$ cat src/rtl/turn_countdown_display.sv
// +----------------------------------------------------------------------------+
// | turn_countdown_display: per-turn BCD M:SS countdown with expiry flag,      |
// | driving a 4-digit multiplexed 7-seg as "M.SS P". Option: BLINK_LAST_10S_EN |
// | Revision: 1.0                                                              |
// +----------------------------------------------------------------------------+
`default_nettype none
`timescale 1ns/1ps

module turn_countdown_display #(
  parameter int TURN_SECONDS  = 120,
  parameter int TICKS_PER_SEC = 2,
  parameter int SCAN_DIV      = 99_999
) (
  input  logic       clock,
  input  logic       reset,
  input  logic       tick_half,
  input  logic       turn_switch,
  input  logic       start,
  output logic       player,
  output logic       expired,
  output logic [6:0] seg,
  output logic [3:0] an,
  output logic       dp
);

  localparam logic [3:0] RELOAD_MINS = 4'(TURN_SECONDS / 60);
  localparam logic [3:0] RELOAD_TENS = 4'((TURN_SECONDS % 60) / 10);
  localparam logic [3:0] RELOAD_ONES = 4'(TURN_SECONDS % 10);
  localparam int HALF_W = (TICKS_PER_SEC > 1) ? $clog2(TICKS_PER_SEC) : 1;
  localparam logic [HALF_W-1:0] HALF_LAST = HALF_W'(TICKS_PER_SEC - 1);
  localparam int SCAN_W = (SCAN_DIV > 0) ? $clog2(SCAN_DIV + 1) : 1;
  localparam logic [SCAN_W-1:0] SCAN_LAST = SCAN_W'(SCAN_DIV);

  typedef enum logic [1:0] {
    IDLE    = 2'd0,
    RUN     = 2'd1,
    EXPIRED = 2'd2
  } state_t;

  state_t            state, next_state;
  logic [3:0]        mins, secs_tens, secs_ones;
  logic [3:0]        next_mins, next_tens, next_ones;
  logic [HALF_W-1:0] half_cnt, next_half;
  logic              next_player;
  logic              reload;
  logic              blank;

  always_ff @(posedge clock) begin
    if (reset) begin
      state     <= IDLE;
      mins      <= RELOAD_MINS;
      secs_tens <= RELOAD_TENS;
      secs_ones <= RELOAD_ONES;
      half_cnt  <= '0;
      player    <= 1'b0;
      expired   <= 1'b0;
    end else begin
      state     <= next_state;
      mins      <= next_mins;
      secs_tens <= next_tens;
      secs_ones <= next_ones;
      half_cnt  <= next_half;
      player    <= next_player;
      expired   <= (next_state == EXPIRED);
    end
  end

  always_comb begin
    next_state  = state;
    next_mins   = mins;
    next_tens   = secs_tens;
    next_ones   = secs_ones;
    next_half   = half_cnt;
    next_player = player;
    reload      = 1'b0;
    case (state)
      IDLE: begin
        if (start) begin
          next_state = RUN;
          reload     = 1'b1;
        end
        if (turn_switch) next_player = ~player;
      end
      RUN: begin
        // A handoff always beats a coincident tick, so the final tick cannot expire.
        if (turn_switch) begin
          next_player = ~player;
          reload      = 1'b1;
        end else if (tick_half) begin
          if (half_cnt == HALF_LAST) begin
            next_half = '0;
            if (secs_ones != 4'd0) begin
              next_ones = secs_ones - 4'd1;
            end else begin
              next_ones = 4'd9;
              if (secs_tens != 4'd0) begin
                next_tens = secs_tens - 4'd1;
              end else begin
                next_tens = 4'd5;
                next_mins = mins - 4'd1;
              end
            end
            if (mins == 4'd0 && secs_tens == 4'd0 && secs_ones == 4'd1)
              next_state = EXPIRED;
          end else begin
            next_half = half_cnt + 1'b1;
          end
        end
      end
      EXPIRED: begin
        if (start) begin
          next_state  = IDLE;
          next_player = 1'b0;
          reload      = 1'b1;
        end
      end
      default: next_state = IDLE;
    endcase
    if (reload) begin
      next_mins = RELOAD_MINS;
      next_tens = RELOAD_TENS;
      next_ones = RELOAD_ONES;
      next_half = '0;
    end
  end

`ifdef BLINK_LAST_10S_EN
  logic blink;
  logic last_ten;

  assign last_ten = (mins == 4'd0) &&
                    ((secs_tens == 4'd0) || (secs_tens == 4'd1 && secs_ones == 4'd0));

  always_ff @(posedge clock) begin
    if (reset || reload || next_state == EXPIRED)
      blink <= 1'b0;
    else if (state == RUN && tick_half && last_ten)
      blink <= ~blink;
  end

  assign blank = blink;
`else
  assign blank = 1'b0;
`endif

  logic [SCAN_W-1:0] scan_cnt;
  logic [1:0]        digit;
  logic [3:0]        digit_val;
  logic [6:0]        seg_dec;

  always_comb begin
    case (digit)
      2'd0:    digit_val = {3'b000, player} + 4'd1;
      2'd1:    digit_val = secs_ones;
      2'd2:    digit_val = secs_tens;
      default: digit_val = mins;
    endcase
  end

  always_comb begin
    seg_dec = 7'b1111111;
    case (digit_val)
      4'd0: seg_dec = 7'b1000000;
      4'd1: seg_dec = 7'b1111001;
      4'd2: seg_dec = 7'b0100100;
      4'd3: seg_dec = 7'b0110000;
      4'd4: seg_dec = 7'b0011001;
      4'd5: seg_dec = 7'b0010010;
      4'd6: seg_dec = 7'b0000010;
      4'd7: seg_dec = 7'b1111000;
      4'd8: seg_dec = 7'b0000000;
      4'd9: seg_dec = 7'b0010000;
      default: seg_dec = 7'b1111111;
    endcase
  end

  always_ff @(posedge clock) begin
    if (reset) begin
      scan_cnt <= '0;
      digit    <= 2'd0;
      an       <= 4'b1111;
      seg      <= 7'b1111111;
      dp       <= 1'b1;
    end else begin
      if (scan_cnt == SCAN_LAST) begin
        scan_cnt <= '0;
        digit    <= digit + 2'd1;
      end else begin
        scan_cnt <= scan_cnt + 1'b1;
      end
      an  <= blank ? 4'b1111 : ~(4'b0001 << digit);
      seg <= seg_dec;
      dp  <= (digit != 2'd3);
    end
  end

endmodule

`default_nettype wire

$ cat config.mk
export PLATFORM = sky130hd
export DESIGN_NAME = turn_countdown_display
export DESIGN_NICKNAME = d
export VERILOG_FILES = /design/src/rtl/turn_countdown_display.sv
export SDC_FILE = /design/constraint.sdc
export NUM_CORES = 1
export LEC_CHECK = 0
export BUFFER_PORTS_ARGS = -buffer_cell sky130_fd_sc_hd__buf_2
export CORE_ASPECT_RATIO = 0.9
export CORE_MARGIN = 2
export CORE_UTILIZATION = 50
export CTS_CLUSTER_SIZE = 16
export DETAILED_ROUTE_END_ITERATION = 12
export GPL_TIMING_DRIVEN = 0
export PLACE_DENSITY_LB_ADDON = 0.12
export SLEW_MARGIN = 0
export SYNTH_ARGS = -nofsm -noshare
export SYNTH_HDL_FRONTEND = slang
export SYNTH_SLANG_ARGS = --single-unit
$ cat constraint.sdc
create_clock -name clock -period 1.8 [get_ports clock]
set_clock_uncertainty 0.2 [all_clocks]
set_input_delay 0.36 -clock clock [delete_from_list [all_inputs] [get_ports clock]]
set_output_delay 0.36 -clock clock [all_outputs]
set_load 0.01 [all_outputs]
==> impl_metrics.csv <==
group,metric,value,unit
timing,timing.fmax,0.486,GHz
global_routing,antenna_found_initial,0,
final_layout,regArea,955,µm²
floorplanning,start_util,0.513,
floorplanning,row_count,23,
global_routing,grt_pass1_wl,7760,µm
final_layout,fill_cells,367,
timing,layout_setup_ws,-258,ps
final_layout,nNetsFinal,305,
final_layout,final_common_cell,"dfxtp_1",
critical_path,worstSetupPathType,"reg -> reg",
global_routing,grt_remaining_overflow,0,
routing,routed_wl,4700,µm
place,placed_area,2480,µm²
floorplanning,fp.dieW,74.6,µm
hold_path,hp-class,"in -> reg",
power_and_ir_drop,power_density,672,nW/µm²
logic_synthesis,netlist_instances,252,
timing,final_max_slew_viol_count,0,
final_layout,fin_area,2910,µm²
flow_run,cap_violations,0,
routing,drtPass1Iterations,4,
clocking,cts_tree,"done",
logic_synthesis,synth_cell_types,45,
logic_synthesis,ys.flop_type,"dfxtp_1",
critical_path,critPathLaunchType,"flip-flop",
logic_synthesis,syn_area,2250,µm²
clocking,clock_latency,290,ps
global_routing,grt_usage,0.200,
routing,ant_nets,0,
critical_path,arrival,2080,ps
logic_synthesis,synth-seq-cells,47,
logic_synthesis,synth-edff-count,0,
floorplanning,pin_count,19,
timing,hold_viol,0,
timing,slew_headroom,0.610,
logic_synthesis,syn_nets,269,
global_routing,grt_pass1_vias,1669,
routing,avgViaCountPerCell,5.30,
final_layout,final_cell_mix,"dfxtp_1 (40), nor2_1 (35), xnor2_1 (17), buf_2 (17), nand2_1 (16)",
clocking,clock_path_buffers,2,
logic_synthesis,yosysWarnings,0,
routing,drcViolationCount,0,
critical_path,cp_data_required_time,1820,ps
final_layout,multi_input_area,1470,µm²
clocking,cts_root_buf,"clkbuf_8",
clocking,hold_buffers,0,
timing,fin_tns_setup,-1430,ps
floorplanning,fp.dieH,67.6,µm
floorplanning,die_area,5040,µm²
clocking,clkTransAtPathRegs,80,ps
routing,vias,1862,
power_and_ir_drop,leakage,1.04,nW
power_and_ir_drop,ir_drop,0.444,mV
floorplanning,coreArea,4370,µm²
final_layout,fin_cells,351,
critical_path,end_kind,"flip-flop",
place,port_buffers,17,
place,place_hpwl,3140,µm
outcome,violations,"negative setup slack",
clocking,numCtsBuffers,5,
routing,routedWlPerCell,13.4,µm
final_layout,n_antenna_cell,0,
final_layout,syn2layout_area_growth,29.4,%
logic_synthesis,synth.avg_cell_area,8.91,µm²
place,post-place-cells,331,
global_routing,grt_max_degree,15,
timing,setup_viol,7,
critical_path,crit_fanout,5,
logic_synthesis,synthArstFlopShare,0,
clocking,cts_sinks,47,
final_layout,drive_above_1_share,0.311,
place,gp_congestion,0.827,
timing,rsz0062_at_grt,"yes",
routing,drt_iter0_drc,92,
timing,post-route-period-util,1.14,
clocking,htree_levels,2,
logic_synthesis,yosysSeqAreaShare,0.419,
outcome,status,"complete, but fails checks",
timing,worstMarginPinSlew,585,ps
timing,fin_crit,2060,ps
## worst paths after layout
kind	startpoint	end	slack (ps)	cells past startpoint
worst max-delay path	digit[0]	seg[4]	-260	8
worst min-delay path	start	state[0]	200	3
worst max register to register	digit[0]	seg[4]	-260	8
worst min register to register	scan_cnt[0]	scan_cnt[0]	270	1
## power breakdown
group          internal, W  switching [W]
combinational    0.0000679      0.0000765
sequential         0.00106      0.0000155
clock             0.000415       0.000319
## final cells by class
cell class                 count  share of cell area
multi-input combinational    186               0.506
clock inverter                 1              0.0103
sequential                    47               0.329
clock buffer                   7              0.0263
tap                           62              0.0267
inverter                      11              0.0159
buffer                         8              0.0250
timing repair buffer          29              0.0616
## layer usage
metal	routed length, µm	share of wire	vias up	global-route usage
met3	230	0.049	4	0.0478
met1	2350	0.50	849	0.287
met5	0	0	-	0
li1	-	-	968	-
met2	2080	0.44	41	0.298
met4	36	0.0077	0	0.0558
## cell usage after synthesis (3+ instances only)
master,number,share of area
nor2_1,37,0.062
nor4bb_1,3,0.013
or3_1,4,0.011
xnor2_1,17,0.066
o21ai_0,6,0.013
xor2_1,3,0.012
nor4_1,6,0.017
nand4b_1,3,0.012
a22oi_1,5,0.017
nor3_1,5,0.011
inv_1,11,0.018
nor2b_1,3,0.0084
dfxtp_1,47,0.42
nand3_1,8,0.018
nand2b_1,6,0.017
ha_1,12,0.067
nand2_1,16,0.027
mux2i_1,3,0.013
buf_4,3,0.010
o211ai_1,3,0.010
a21oi_1,13,0.029
nand4_1,8,0.022
## stage by stage
step / utilization / setup WS, ps / hold slack (ps) / power, W
global route: 0.664 / -351 / 218 / 0.00203
floorplan: - / -115 / 229 / 0.00118
finish: 0.664 / -258 / 200 / 0.00195
global placement: 0.568 / -336 / 248 / 0.00121
detailed placement: 0.568 / -336 / 258 / 0.00122
CTS: 0.631 / -231 / 195 / 0.00197
## worst max-delay path: stages, from the launching register on
cell and delay (ps):
dfxtp_4 410, inv_4 60, ha_4 170, buf_6 110
a21oi_4 130, a22oi_2 130, ha_2 220, or3_1 370
a31oi_1 160
## flip-flops by register name, summed over array words and instances, names as in the netlist
| name | cells |
|---|---|
| mins | 4 |
| state | 2 |
| half_cnt | 1 |
| digit | 2 |
| expired | 1 |
| secs_tens | 4 |
| secs_ones | 4 |
| seg | 7 |
| scan_cnt | 17 |
| player | 1 |
| an | 4 |
## kinds of logic (layout without fill, tap and decap cells)
| family | Yosys count | count (layout) | share of synthesized area |
|---|---|---|---|
| buffers and inverters | 19 | 56 | 0.0412 |
| AND/OR/NAND/NOR | 111 | 111 | 0.266 |
| AO/OA/AOI/OAI | 40 | 40 | 0.115 |
| flip-flops | 47 | 47 | 0.419 |
| XOR/XNOR | 20 | 20 | 0.0780 |
| adder cells (fa/ha/maj) | 12 | 12 | 0.0669 |
| multiplexers | 3 | 3 | 0.0134 |
## timing repair
action | in CTS | in global routing
pin swaps | 5 | 6
gates resized for setup | 20 | 35
gates cloned | 0 | 0
endpoints found under the setup margin | 27 | 21
buffers inserted | 10 | 2
Note: power is estimated with default switching activity, not from simulation.
